### config.mk
export PLATFORM = sky130hd
export DESIGN_NAME = vid_slot_arb
export DESIGN_NICKNAME = d
export VERILOG_FILES = /design/src/rtl/gstmcu_pkg.sv /design/src/rtl/vid_slot_arb_ref_timer.sv /design/src/rtl/vid_slot_arb.sv
export SDC_FILE = /design/constraint.sdc
export NUM_CORES = 1
export LEC_CHECK = 0
export CAP_MARGIN = 25
export CORE_MARGIN = 1
export CORE_UTILIZATION = 52
export DETAILED_ROUTE_END_ITERATION = 8
export GPL_ROUTABILITY_DRIVEN = 1
export PLACE_DENSITY = 0.91
export SLEW_MARGIN = 20
export SYNTH_ARGS = -nofsm -noshare
export SYNTH_HDL_FRONTEND = slang
export SYNTH_SLANG_ARGS = --single-unit
### constraint.sdc
create_clock -name m2clock -period 3.91 [get_ports m2clock]
set_input_delay 0.782 -clock m2clock [delete_from_list [all_inputs] [get_ports m2clock]]
set_output_delay 0.782 -clock m2clock [all_outputs]
set_load 0.03 [all_outputs]
### src/rtl/gstmcu_pkg.sv
// Shared slot-arbitration constants, slot owner encoding and the priority
// helper used by the video/refresh/CPU bus slot arbiter.
package gstmcu_pkg;

  localparam logic [1:0] SLOT_PHASE         = 2'd3;  // phase in which grants are visible
  localparam logic [1:0] DECIDE_PHASE       = 2'd2;  // phase in which the winner is registered
  localparam logic [2:0] OCC_DEPTH          = 3'd4;  // video word buffer depth
  localparam int         REF_PERIOD_DEFAULT = 64;    // slots between refresh requests
  localparam int         VADDR_W            = 22;    // video word address width

  typedef enum logic [1:0] {
    OWN_NONE = 2'd0,
    OWN_VID  = 2'd1,
    OWN_REF  = 2'd2,
    OWN_CPU  = 2'd3
  } slot_owner_t;

  // Fixed priority: video first, then refresh, then CPU.
  function automatic slot_owner_t pick_owner(input logic vid_req,
                                             input logic ref_req,
                                             input logic cpu_req);
    slot_owner_t owner;
    if (vid_req) begin
      owner = OWN_VID;
    end else if (ref_req) begin
      owner = OWN_REF;
    end else if (cpu_req) begin
      owner = OWN_CPU;
    end else begin
      owner = OWN_NONE;
    end
    return owner;
  endfunction

endpackage

### src/rtl/vid_slot_arb_ref_timer.sv
// Refresh timer: counts bus slots and raises a refresh request once every
// REF_PERIOD slots. The request is visible during the wrapping slot itself and
// stays pending until a refresh grant; a second wrap while pending does not
// queue an extra refresh.
module ref_timer
  import gstmcu_pkg::*;
#(
  parameter int REF_PERIOD = REF_PERIOD_DEFAULT
) (
  input  logic clk,
  input  logic rst,
  input  logic slot,
  input  logic grant,
  output logic ref_req
);

  localparam logic [7:0] WRAP_AT = 8'(REF_PERIOD - 1);

  logic [7:0] count_r;
  logic       pend_r;
  logic       wrap_s;

  assign wrap_s  = (count_r == WRAP_AT);
  assign ref_req = pend_r | wrap_s;

  // Slot counter and pending flag, advanced once per slot.
  always_ff @(posedge clk or posedge rst) begin
    if (rst) begin
      count_r <= 8'd0;
      pend_r  <= 1'b0;
    end else if (slot) begin
      count_r <= wrap_s ? 8'd0 : (count_r + 8'd1);
      pend_r  <= (pend_r | wrap_s) & ~grant;
    end else begin
      count_r <= count_r;
      pend_r  <= pend_r;
    end
  end

endmodule

### src/rtl/vid_slot_arb.sv
// Video/refresh/CPU bus slot arbiter. A slot occurs every fourth m2clock
// cycle; the winner is chosen one cycle ahead and registered so that the grant
// pulse is a clean flop output during the slot cycle. Also tracks the video
// fetch address and the number of words buffered for the shifter.
module vid_slot_arb
  import gstmcu_pkg::*;
#(
  parameter int REF_PERIOD = REF_PERIOD_DEFAULT
) (
  input  logic               m2clock,
  input  logic               por,
  input  logic               de,
  input  logic               mde1,
  input  logic               vbl_load,
  input  logic [VADDR_W-1:0] vbase,
  input  logic [7:0]         line_off,
  input  logic               shifter_ld,
  input  logic               cpu_req,
  output logic               vid_grant,
  output logic               ref_grant,
  output logic               cpu_grant,
  output logic [VADDR_W-1:0] vid_addr,
  output logic [2:0]         occ,
  output logic               underrun
);

  logic [1:0]         phase_r;
  logic               slot_odd_r;
  logic               de_d_r;
  logic [2:0]         occ_r;
  logic [VADDR_W-1:0] vid_addr_r;
  logic               underrun_r;
  logic               vid_grant_r;
  logic               ref_grant_r;
  logic               cpu_grant_r;

  logic               slot_s;
  logic               decide_s;
  logic               vid_req_s;
  logic               ref_req_s;
  logic               line_end_s;
  slot_owner_t        owner_s;

  logic               vid_gnt_nxt_s;
  logic               ref_gnt_nxt_s;
  logic               cpu_gnt_nxt_s;
  logic [2:0]         occ_nxt_s;
  logic               underrun_nxt_s;
  logic [VADDR_W-1:0] addr_nxt_s;

  assign slot_s     = (phase_r == SLOT_PHASE);
  assign decide_s   = (phase_r == DECIDE_PHASE);
  // In colour modes video may only use every other slot; mono fetches every slot.
  assign vid_req_s  = de & (mde1 | ~slot_odd_r) & (occ_r < OCC_DEPTH);
  assign line_end_s = de_d_r & ~de;
  assign owner_s    = pick_owner(vid_req_s, ref_req_s, cpu_req);

  ref_timer #(
    .REF_PERIOD (REF_PERIOD)
  ) u_ref_timer (
    .clk     (m2clock),
    .rst     (por),
    .slot    (slot_s),
    .grant   (ref_grant_r),
    .ref_req (ref_req_s)
  );

  // Slot phase counter and odd/even slot tracking.
  always_ff @(posedge m2clock or posedge por) begin
    if (por) begin
      phase_r    <= 2'd0;
      slot_odd_r <= 1'b0;
      de_d_r     <= 1'b0;
    end else begin
      phase_r    <= phase_r + 2'd1;
      slot_odd_r <= slot_s ? ~slot_odd_r : slot_odd_r;
      de_d_r     <= de;
    end
  end

  // Choose the slot winner in the cycle before the slot.
  always_comb begin
    vid_gnt_nxt_s = 1'b0;
    ref_gnt_nxt_s = 1'b0;
    cpu_gnt_nxt_s = 1'b0;
    if (decide_s) begin
      case (owner_s)
        OWN_VID: vid_gnt_nxt_s = 1'b1;
        OWN_REF: ref_gnt_nxt_s = 1'b1;
        OWN_CPU: cpu_gnt_nxt_s = 1'b1;
        default: begin
          vid_gnt_nxt_s = 1'b0;
          ref_gnt_nxt_s = 1'b0;
          cpu_gnt_nxt_s = 1'b0;
        end
      endcase
    end else begin
      vid_gnt_nxt_s = 1'b0;
      ref_gnt_nxt_s = 1'b0;
      cpu_gnt_nxt_s = 1'b0;
    end
  end

  // Grant pulses, high only during the slot cycle.
  always_ff @(posedge m2clock or posedge por) begin
    if (por) begin
      vid_grant_r <= 1'b0;
      ref_grant_r <= 1'b0;
      cpu_grant_r <= 1'b0;
    end else begin
      vid_grant_r <= vid_gnt_nxt_s;
      ref_grant_r <= ref_gnt_nxt_s;
      cpu_grant_r <= cpu_gnt_nxt_s;
    end
  end

  // Next buffer occupancy, underrun flag and fetch address.
  always_comb begin
    occ_nxt_s      = occ_r;
    underrun_nxt_s = underrun_r;
    addr_nxt_s     = vid_addr_r;

    // End of a display line discards whatever is still buffered.
    if (line_end_s) begin
      occ_nxt_s = 3'd0;
    end else begin
      case ({vid_grant_r, shifter_ld})
        2'b10:   occ_nxt_s = occ_r + 3'd1;
        2'b01:   occ_nxt_s = (occ_r != 3'd0) ? (occ_r - 3'd1) : 3'd0;
        default: occ_nxt_s = occ_r;
      endcase
    end

    if (vbl_load) begin
      underrun_nxt_s = 1'b0;
    end else if (shifter_ld && !vid_grant_r && (occ_r == 3'd0)) begin
      underrun_nxt_s = 1'b1;
    end else begin
      underrun_nxt_s = underrun_r;
    end

    // Frame reload wins over per-fetch increment and the line offset.
    if (vbl_load) begin
      addr_nxt_s = vbase;
    end else if (line_end_s) begin
      addr_nxt_s = vid_addr_r + {21'd0, vid_grant_r} + {14'd0, line_off};
    end else begin
      addr_nxt_s = vid_addr_r + {21'd0, vid_grant_r};
    end
  end

  // Registered occupancy, underrun flag and fetch address.
  always_ff @(posedge m2clock or posedge por) begin
    if (por) begin
      occ_r      <= 3'd0;
      underrun_r <= 1'b0;
      vid_addr_r <= 22'd0;
    end else begin
      occ_r      <= occ_nxt_s;
      underrun_r <= underrun_nxt_s;
      vid_addr_r <= addr_nxt_s;
    end
  end

  assign vid_grant = vid_grant_r;
  assign ref_grant = ref_grant_r;
  assign cpu_grant = cpu_grant_r;
  assign vid_addr  = vid_addr_r;
  assign occ       = occ_r;
  assign underrun  = underrun_r;

endmodule

==> flow_results.org <==
** Run status
- Status :: complete, no violations

** Global routing
- Maximum number of pins on one net before global-route repair :: 43
- Global routing consumed, over all layers together, 25.71% of the routing resources.
- The number of antenna violations at the first check in global routing was 0.
- First-pass GRT wire length :: 12,650 µm
- The via count of the first global-routing pass was approximately 2,800.
- Aggregate global routing overflow :: 0

** Synthesis
- The most used flip-flop cell after synthesis is dfrtp_1.
- Average cell area after synthesis :: slightly below 9 µm²
- Number of synthesis warnings :: 0
- Gate count of the mapped netlist :: around 360
- For this run, asynchronously set or reset flops after synthesis account for 100.0%.
- The synthesized netlist devotes 7.865% of its cell area to adder and majority cells.
- Net count after synthesis :: 413
- Share of the synthesized area in the top cell type :: 33.71%
- Synthesized-area fraction occupied by xor and xnor cells :: 10.96%
- Proportion of synthesized area in mux cells :: 3.331%
- Summed instance area of the synthesized netlist :: a little over 0.003 mm²
- Number of synthesized register bits :: 42
- Counting distinct cell types in the post-synthesis netlist gives 57.
- Post-synthesis share of cell area spent on and, or, nand and nor gates :: between 20% and 30%
- Compound-gate portion of the synthesized area :: 16.53%
- Number of enable-type register cells in the synthesized netlist :: 0
- After synthesis, the largest family of logic cells by area is simple AND/OR/NAND/NOR gates.
- Top cell type by total area after synthesis :: dfrtp_1
- Cell types with the largest area share after synthesis :: dfrtp_1 34%, xnor2_1 8.1%, ha_1 7.2%
- For this run, the register share of the synthesized area comes to 33.71%.

** Critical path
- Kind of end point of the critical path :: register
- In this run the worst path has a maximum fanout of 13.
- In this design, the stage delay of the slowest critical-path cell is ~0.62 ns.
- Together, buffers and inverters on the worst path number 0.
- Type of element launching the critical path :: register
- Largest delay contributor family on the critical path :: simple AND/OR/NAND/NOR gates
- Data on the critical path is required at its endpoint by a little over 4 ns.
- Critical path cell sequence :: ha_1 > and4_2 > nand2_1 > xnor2_1 > ha_1 > nand2_1 > nand3b_1 > o21ai_0 > nor2_1 > and2_1 > xnor2_1 > mux2_2
- Master of the slowest instance on the critical path :: dfrtp_1
- Critical path data arrival time :: 3.67 ns
- Crit Path Class :: reg2reg

** Timing
- Setup violators final :: 0
- Setup repair after global routing left no endpoint under its margin.
- The count of final max-slew check failures came to 0.
- Transition time of the tightest slew-check pin :: 0.9702 ns
- The worst path uses 88.69% of the clock period.
- Fin. Hold Viols :: 0
- After layout, the minimum clock period comes to 3.468 ns.
- For this run, the top clock speed supported by timing is ~290 MHz.
- The clock arrives with 0.009228 ns of skew.
- Tightest slew margin relative to the limit :: 35.12%
- Fin Setup TNS :: 0 ns

** Detailed routing
- Dividing the detail-routed wire length by the instance count gives approximately 15 µm.
- The detailed router finished its first iteration with roughly 280 violations.
- Wires add up to 7613 µm.
- Via-per-instance ratio :: 5.757
- In this run the remaining antenna-violating nets after routing total 0.
- In the detailed route, the total length drawn on met2 is 3636 µm.
- Uppermost routed layer :: met4
- Final routed DRC violation total :: 0
- For this block, the via count after detailed routing is about 2,800.
- Met3 Routed Length :: 523 µm
- Met1 wire length :: 3318 µm
- Number of search-and-repair iterations in the first detailed-routing pass :: 5

** Power and ir drop
- Power comes to 0.001246 W.
- Across the VDD grid, the largest voltage drop is 0.0002014 V.
- PwrDens :: roughly 320 mW/mm²
- Summed over all cells, the static leakage comes to ~1.6 nW.

** Clocking
- CTS built an H-tree with a depth of 2.
- Number of buffers inserted for hold repair after clock tree synthesis :: 0
- Worst-Skew Late Latency :: 0.31 ns
- Post-CTS Setup Inserts :: 0
- The longest clock path from root to sink contains 2 buffers.
- After clock tree synthesis, the clock-pin slew on the worst setup and hold paths is 0.09 ns.
- The clock net in this run drives a total of between 40 and 50 sinks.
- Clock tree from TritonCTS :: yes
- Clock root cell :: clkbuf_8
- Clock buffer count from CTS :: 5
- After clock tree synthesis, the repair step resized 0 gates.

** Cells and area
- Top library cells by usage in the layout, fill and taps aside :: 65 x clkdlybuf4s50_1, 49 x nand2_1, 42 x dfrtp_1
- Count of nets after finishing :: 476
- Post-layout utilization of the core :: 69.55%
- Excluding fillers, the count of instances in the completed layout stands at 493.
- N_diodes :: 0
- Commonest non-fill, non-tap cell in the layout :: clkdlybuf4s50_1
- The post-route netlist has 6.413% of its cells at a drive strength greater than 1.
- Area overhead of the layout relative to synthesis :: 25.84%

** Place
- Detailed placement finished with a half-perimeter wire length of 5685 µm.
- Final weighted congestion of routability-driven global placement :: 0.9295
- Including well taps, the total number of placed cells is approximately 490.
- Port buffering added 65 buffers.

** Die
- Total Die Area :: around 0.0063 mm²
- Once the floorplan was initialized, standard cells occupied 55.27% of the core.
- The die is 79.44 µm wide.
- For this design the top-level I/O count stands at 66.
- From bottom edge to top edge, the die measures just under 80 µm.
- The floorplan step defined a core boundary enclosing ~0.0056 mm².
- In this run the core area contains 27 standard-cell rows.

** Worst hold path
- Worst min-delay path category :: reg2reg

** Flow run
- Max capacitance violation total :: 0
## cells by family (layout without fill, tap and decap cells)
| group | count (synthesis) | after routing |
|---|---|---|
| AOI/OAI and AO/OA | 78 | 78 |
| adders and majority gates | 19 | 19 |
| DFF | 42 | 42 |
| and+or+nand+nor | 136 | 136 |
| xor gates and xnor gates | 39 | 39 |
| buffers and inverters | 33 | 97 |
| muxes | 10 | 10 |
## per-stage QoR
step | cell area, µm² | hold slack (ns) | setup WS (ns)
2_1_floorplan | 3118 | 0.4182 | 0.9813
3_3_place_gp | 3831 | 0.4286 | 0.5818
3_5_place_dp | 3831 | 0.4406 | 0.4665
4_1_cts | 3924 | 0.4541 | 0.4561
5_1_grt | 3924 | 0.4729 | 0.2054
6_report | 3924 | 0.4541 | 0.4421
## area by class of cell
cell class,count,area (µm²)
Clock buffer,5,68.82
Multi-Input combinational cell,282,1934
Clock inverter,3,23.77
Tap cell,72,90.09
Inverter,20,75.07
Fill cell,453,1718
Timing Repair Buffer,69,680.7
Sequential cell,42,1051
## registers in the layout, indices dropped and copies added, names as in the netlist
signal,cells
ref_grant,1
cpu_grant,1
phase_r,2
occ,3
u_ref_timer.count_r,8
underrun,1
u_ref_timer.pend_r,1
vid_addr,22
slot_odd_r,1
de_d_r,1
vid_grant,1
## where the power goes
group	internal [W]	switching, W	total [W]
combinational	0.000194	0.000231	0.000425
sequential	0.000465	0.0000569	0.000522
clock	0.000128	0.000171	0.000299
total	0.000787	0.000459	0.00125
## worst paths after layout
check                      startpoint           end  slack (ns)  cells past startpoint
setup / recovery            vid_grant  vid_addr[13]        0.44                     12
hold / removal             phase_r[0]    phase_r[0]        0.45                      1
setup reg to reg            vid_grant  vid_addr[13]        0.44                     12
hold reg to reg            phase_r[0]    phase_r[0]        0.45                      1
max in group asynchronous         por   vid_addr[2]        2.61                      3
min in group asynchronous         por   vid_addr[8]        0.92                      3
## per-layer routing
metal / up-vias / track usage, %
met5: - / 0
met4: 0 / 9.091
met3: 17 / 5.371
met2: 120 / 44.36
met1: 1320 / 31.47
li1: 1381 / -
## Yosys cell counts (7+ instances only)
cell type and n:
o21ai_0 24, nand2_1 49, mux2i_1 7, clkbuf_1 8
a21oi_1 12, xnor2_1 29, xor2_1 10, ha_1 18
nor3_1 9, nand3_1 9, dfrtp_1 42, inv_1 20
nor2_1 21
Note: power is estimated with default switching activity, not from simulation.
